--- src/rtl/mem_access_unit.sv ---
// -----------------------------------------------------------------------------
// mem_access_unit
//
// Shared memory port for the multicycle CPU. Arbitrates between the
// instruction-fetch channel (IF) and the load/store channel (LS) for a single
// memory with a mem_cmd / mem_addr / w_data / r_data interface. One access is
// in flight at a time: IDLE -> RD (fetch or load) or WR (store) -> IDLE.
//
// Parameters
//   AW          address width
//   DW          data width
//   RD_LAT      cycles mem_cmd=READ is held before r_data is sampled (>= 1)
//   FETCH_PRIO  1: IF always wins a conflict, 0: round-robin between IF and LS
//
// Ports
//   clk        in   clock, rising edge
//   reset      in   asynchronous active-low reset
//   if_req     in   fetch request, held until if_gnt
//   if_addr    in   fetch address
//   if_gnt     out  fetch accepted this cycle (combinational)
//   if_rvalid  out  one-cycle pulse, if_rdata valid
//   if_rdata   out  fetched word, held until the next fetch completes
//   ls_req     in   load/store request, held until ls_gnt
//   ls_we      in   1 = store, 0 = load
//   ls_addr    in   load/store address
//   ls_wdata   in   store data
//   ls_gnt     out  load/store accepted this cycle (combinational)
//   ls_rvalid  out  one-cycle pulse, ls_rdata valid (loads only)
//   ls_rdata   out  loaded word, held until the next load completes
//   mem_cmd    out  00 NONE, 01 READ, 10 WRITE
//   mem_addr   out  registered memory address
//   w_data     out  registered memory write data
//   r_data     in   memory read data
//   busy       out  high whenever an access is in flight
// -----------------------------------------------------------------------------
module mem_access_unit #(
    parameter int AW         = 9,
    parameter int DW         = 16,
    parameter int RD_LAT     = 1,
    parameter int FETCH_PRIO = 1
) (
    input  logic          clk,
    input  logic          reset,
    input  logic          if_req,
    input  logic [AW-1:0] if_addr,
    output logic          if_gnt,
    output logic          if_rvalid,
    output logic [DW-1:0] if_rdata,
    input  logic          ls_req,
    input  logic          ls_we,
    input  logic [AW-1:0] ls_addr,
    input  logic [DW-1:0] ls_wdata,
    output logic          ls_gnt,
    output logic          ls_rvalid,
    output logic [DW-1:0] ls_rdata,
    output logic [1:0]    mem_cmd,
    output logic [AW-1:0] mem_addr,
    output logic [DW-1:0] w_data,
    input  logic [DW-1:0] r_data,
    output logic          busy
);

    localparam int              CW      = $clog2(RD_LAT + 1);
    localparam logic [CW-1:0]   LAT_VAL = CW'(RD_LAT);
    localparam logic [CW-1:0]   CNT_ONE = CW'(1);

    localparam logic            CH_IF   = 1'b0;
    localparam logic            CH_LS   = 1'b1;

    localparam logic [1:0]      CMD_NONE  = 2'b00;
    localparam logic [1:0]      CMD_READ  = 2'b01;
    localparam logic [1:0]      CMD_WRITE = 2'b10;

    typedef enum logic [1:0] {
        ST_IDLE = 2'd0,
        ST_RD   = 2'd1,
        ST_WR   = 2'd2
    } state_e;

    state_e        state_q,     state_d;
    logic [CW-1:0] cnt_q,       cnt_d;
    logic [AW-1:0] addr_q,      addr_d;
    logic [DW-1:0] wdata_q,     wdata_d;
    logic          owner_q,     owner_d;     // channel that owns the read in flight
    logic          rr_q,        rr_d;        // channel granted last
    logic [DW-1:0] if_rdata_q,  if_rdata_d;
    logic [DW-1:0] ls_rdata_q,  ls_rdata_d;
    logic          if_rvalid_q, if_rvalid_d;
    logic          ls_rvalid_q, ls_rvalid_d;

    // Grants are only issued in IDLE. Gating with reset makes both grants drop
    // the moment reset asserts, without waiting for a clock edge.
    always_comb begin
        // NOTE: every signal assigned in a combinational block gets a default
        // first, so no path through the block can leave it unassigned and
        // infer a latch.
        if_gnt = 1'b0;
        ls_gnt = 1'b0;
        if (state_q == ST_IDLE && reset) begin
            if (if_req && ls_req) begin
                // Round-robin: the channel not granted last wins the tie.
                if (FETCH_PRIO != 0 || rr_q == CH_LS) begin
                    if_gnt = 1'b1;
                end else begin
                    ls_gnt = 1'b1;
                end
            end else if (if_req) begin
                if_gnt = 1'b1;
            end else if (ls_req) begin
                ls_gnt = 1'b1;
            end
        end
    end

    // Next-state logic.
    always_comb begin
        state_d     = state_q;
        cnt_d       = cnt_q;
        addr_d      = addr_q;
        wdata_d     = wdata_q;
        owner_d     = owner_q;
        rr_d        = rr_q;
        if_rdata_d  = if_rdata_q;
        ls_rdata_d  = ls_rdata_q;
        if_rvalid_d = 1'b0;
        ls_rvalid_d = 1'b0;

        case (state_q)
            ST_IDLE: begin
                if (if_gnt) begin
                    state_d = ST_RD;
                    cnt_d   = LAT_VAL;
                    addr_d  = if_addr;
                    owner_d = CH_IF;
                    rr_d    = CH_IF;
                end else if (ls_gnt) begin
                    addr_d  = ls_addr;
                    owner_d = CH_LS;
                    rr_d    = CH_LS;
                    if (ls_we) begin
                        state_d = ST_WR;
                        wdata_d = ls_wdata;
                    end else begin
                        state_d = ST_RD;
                        cnt_d   = LAT_VAL;
                    end
                end
            end

            ST_RD: begin
                cnt_d = cnt_q - CNT_ONE;
                // Last wait state: sample memory into the owner's data register
                // and return to IDLE in the same cycle the rvalid pulse shows.
                if (cnt_q == CNT_ONE) begin
                    state_d = ST_IDLE;
                    if (owner_q == CH_LS) begin
                        ls_rdata_d  = r_data;
                        ls_rvalid_d = 1'b1;
                    end else begin
                        if_rdata_d  = r_data;
                        if_rvalid_d = 1'b1;
                    end
                end
            end

            ST_WR: begin
                state_d = ST_IDLE;
            end

            default: begin
                state_d = ST_IDLE;
            end
        endcase
    end

    always_ff @(posedge clk or negedge reset) begin
        if (!reset) begin
            state_q     <= ST_IDLE;
            cnt_q       <= '0;
            addr_q      <= '0;
            wdata_q     <= '0;
            owner_q     <= CH_IF;
            rr_q        <= CH_LS;
            if_rdata_q  <= '0;
            ls_rdata_q  <= '0;
            if_rvalid_q <= 1'b0;
            ls_rvalid_q <= 1'b0;
        end else begin
            // NOTE: state registers use non-blocking assignments so every
            // register samples the values from before this clock edge.
            state_q     <= state_d;
            cnt_q       <= cnt_d;
            addr_q      <= addr_d;
            wdata_q     <= wdata_d;
            owner_q     <= owner_d;
            rr_q        <= rr_d;
            if_rdata_q  <= if_rdata_d;
            ls_rdata_q  <= ls_rdata_d;
            if_rvalid_q <= if_rvalid_d;
            ls_rvalid_q <= ls_rvalid_d;
        end
    end

    // The command is decoded from the registered state, so it is glitch-free
    // and falls to NONE as soon as reset forces the state to IDLE.
    always_comb begin
        mem_cmd = CMD_NONE;
        case (state_q)
            ST_RD:   mem_cmd = CMD_READ;
            ST_WR:   mem_cmd = CMD_WRITE;
            default: mem_cmd = CMD_NONE;
        endcase
    end

    assign busy      = (state_q != ST_IDLE);
    assign mem_addr  = addr_q;
    assign w_data    = wdata_q;
    assign if_rdata  = if_rdata_q;
    assign ls_rdata  = ls_rdata_q;
    assign if_rvalid = if_rvalid_q;
    assign ls_rvalid = ls_rvalid_q;

endmodule

--- config.mk ---
export PLATFORM = sky130hd
export DESIGN_NAME = mem_access_unit
export DESIGN_NICKNAME = d
export VERILOG_FILES = /design/src/rtl/mem_access_unit.sv
export SDC_FILE = /design/constraint.sdc
export NUM_CORES = 1
export LEC_CHECK = 0
export BUFFER_PORTS_ARGS = -buffer_cell sky130_fd_sc_hd__buf_2
export CAP_MARGIN = 25
export CORE_MARGIN = 10
export CORE_UTILIZATION = 52
export CTS_BUF_LIST = sky130_fd_sc_hd__clkbuf_2
export DETAILED_ROUTE_END_ITERATION = 8
export PLACE_DENSITY = 0.91
export SLEW_MARGIN = 40
export SYNTH_ARGS = -nofsm -noshare
export SYNTH_HDL_FRONTEND = slang
export SYNTH_SLANG_ARGS = --single-unit
--- constraint.sdc ---
create_clock -name clk -period 5 [get_ports clk]
set_clock_uncertainty 0.05 [all_clocks]
set_input_delay 0.25 -clock clk [delete_from_list [all_inputs] [get_ports clk]]
set_output_delay 0.25 -clock clk [all_outputs]
set_load 0.02 [all_outputs]
==> impl_metrics.csv <==
group,metric,value,unit
status,status,"finished, final reports clean",
grt,grt_max_degree,66,
logic_synthesis,synth_area_leaders,"dfrtp_1, mux2_2, mux2_4",
route,drc,0,
worst_setup_path,crit_fanout,65,
logic_synthesis,synthArstFlopShare,100,%
route,totalWireLength,7.60,mm
floorplanning,rows,25,
floorplanning,initial_core_util,54.0,%
job,maxCapViolCount,0,
worst_setup_path,startpoint_type,"input pin",
logic_synthesis,yosys-top-cells-count,"dfrtp_1, mux2_2, a22oi_1, mux2_4, nand2_1",
floorplanning,die_height,90.5,um
timing,fin_crit,2.57,ns
worst_setup_path,required,5.31,ns
worst_setup_path,crit_type,"in2reg",
timing,finalSetupViolations,0,
floorplanning,ios,119,
cts,holdBufCountCts,51,
worst_setup_path,critPathCaptureType,"register",
logic_synthesis,synth.distinct_cells,29,
cts,htree_levels,3,
finish,fin_area,3890,um^2
cts,cts_tree,"yes",
grt,grt_pass1_wl,12.1,mm
worst_setup_path,critPathBufInv,4,
logic_synthesis,netlist_instances,173,
place,dp_slack,2.87,ns
route,ant_nets,0,
grt,antenna_found_initial,0,
place,port_buffers,118,
cts,numClockSinks,63,
logic_synthesis,synth_ff_type,"dfrtp_1",
timing,finalWorstSetupSlack,2.43,ns
timing,slew_viol_final,0,
worst_setup_path,cpPeakStageDelay,0.62,ns
cts,clk_path_buf_depth,2,
pwr,max-vdd-ir-drop,0.392,mV
pwr,p_leak,1.91,nW
finish,syn2layout_area_growth,50.3,%
timing,hold_viol_final,0,
timing,timing.final.crit_share,51.3,%
cts,cts-root-buf,"clkbuf_2",
cts,postCtsSetupBuffers,0,
worst_setup_path,worstPathCellList,"dlygate4sd3_1 -> buf_2 -> buf_6 -> or3b_2 -> a22oi_1 -> nand2_1 -> dlygate4sd3_1",
worst_setup_path,crit_path_frequent_cell,"dlygate4sd3_1",
route,drtPass1Iterations,5,
route,num_vias,2122,
floorplanning,fp.coreArea,4790,um^2
cts,cts.clk_slew.worst_paths,0.18,ns
timing,fmax,390,MHz
finish,diodes,0,
pwr,power,2.30,mW
logic_synthesis,yosysSeqAreaShare,61.0,%
logic_synthesis,netlist_area,2590,um^2
route,initialDrtViolationCount,87,
logic_synthesis,yosysWarnings,0,
timing,tns,0,ns
floorplanning,dieArea,8190,um^2
pwr,powerDensity,591,nW/um^2
timing,rsz0062_at_grt,"false",
worst_setup_path,cp.arrival,2.88,ns
grt,grt_pass1_vias,2384,
logic_synthesis,synth_nets,228,
floorplanning,fp.dieW,90.5,um
finish,fillers,288,
logic_synthesis,synth_edf_count,0,
worst_setup_path,crit_family,"buffers and inverters",
logic_synthesis,synth.ff_latch_count,63,
worst_hold_path,hp-class,"in2reg",
grt,grt_use_total,18.6,%
place,dp_hpwl,4.92,mm
finish,drive_above_1_share,54.5,%
timing,tightest_slew,0.709,ns
cts,cts_resized,0,
logic_synthesis,yosysMostFrequentCell,"dfrtp_1",
worst_setup_path,cp_slowest_cell,"or3b_2",
finish,nets,402,
cts,cts_buffers,9,
route,via_per_inst,5.06,
place,gp_congestion,0.748,
timing,relSlewSlack,52.5,%
logic_synthesis,synth_area_per_cell,14.9,um^2
grt,grt_overflow_total,0,
cts,clock_latency,0.45,ns
place,dpl_cell_area,3210,um^2
logic_synthesis,synth_largest_area_cell,"dfrtp_1",
logic_synthesis,yosysTopAreaCellShare,61.0,%
route,routedWlPerCell,18.1,um
tightest hold or removal path, stage by stage:
cell and delay, ns:
buf_2 0.14, a21oi_1 0.13, nor2_1 0.05
power by group:
group / internal [mW] / leakage, nW / total (mW) / switching [mW]
clock: 0.217 / 0.0925 / 0.406 / 0.188
combinational: 0.450 / 1.06 / 1.01 / 0.565
sequential: 0.736 / 0.753 / 0.876 / 0.140
total: 1.40 / 1.91 / 2.30 / 0.893
flip-flops by register name, summed over array words and instances, names as in the netlist:
name,cells
if_rvalid,1
mem_addr,9
ls_rvalid,1
ls_rdata,16
if_rdata,16
owner_q,1
state_q,2
w_data,16
cnt_q,1
cells in the final DEF (no fill, tap or decap), drive strengths merged, types with 2 or more instances in the layout:
cell | Yosys | layout
a21oi | 2 | 2
a22oi | 9 | 9
a32oi | 6 | 6
buf | 6 | 120
bufinv | 0 | 3
clkbuf | 2 | 9
clkinv | 0 | 2
dfrtp | 63 | 63
dlygate4sd3 | 0 | 51
inv | 3 | 4
mux2 | 48 | 48
nand2 | 9 | 9
nand3 | 4 | 4
nand4b | 3 | 3
nor2 | 5 | 5
nor2b | 2 | 2
o21ai | 3 | 3
metal layers:
metal / up-vias / GRT usage, % / share of wire [%]
met1: 1038 / 17.4 / 34
met2: 82 / 35.0 / 56
li1: 979 / - / -
met4: 0 / 9.68 / 3.0
met3: 23 / 5.74 / 6.7
met5: - / 0 / 0
metrics by stage:
stage                     util, %  cells  hold slack, ns
final                        81.2    419          0.0866
after global routing         81.2    419          0.0848
after CTS                    81.1    419          0.0516
after detailed placement     67.0    352           0.421
after global placement       66.9    352           0.415
after floorplan                 -    173         -0.0956
final timing paths:
check | cells after the start | to | slack (ns) | startpoint
worst max-delay path | 7 | mem_addr[2] | 2.43 | reset
worst min-delay path | 3 | owner_q | 0.09 | ls_req
worst max register to register | 3 | w_data[5] | 2.86 | state_q[1]
worst min register to register | 1 | ls_rdata[1] | 0.48 | ls_rdata[1]
max in group asynchronous | 3 | ls_rdata[15] | 4.15 | reset
min in group asynchronous | 3 | if_rdata[11] | 0.35 | reset
kinds of logic after synthesis:
family	synth area share (%)
multiplexers	22.2
buffers and inverters	3.29
flip-flops	61.0
AO/OA/AOI/OAI	5.61
AND/OR/NAND/NOR	7.93
final cells by class:
type,instances,area (um^2),share of cell area [%]
Multi-Input combinational cell,99,930,23.9
Inverter,3,11.3,0.290
Timing Repair Buffer,171,1120,28.8
Clock inverter,7,120,3.09
Clock buffer,9,45.0,1.16
Tap cell,67,83.8,2.16
Sequential cell,63,1580,40.6
(Power assumes the default switching activity.)
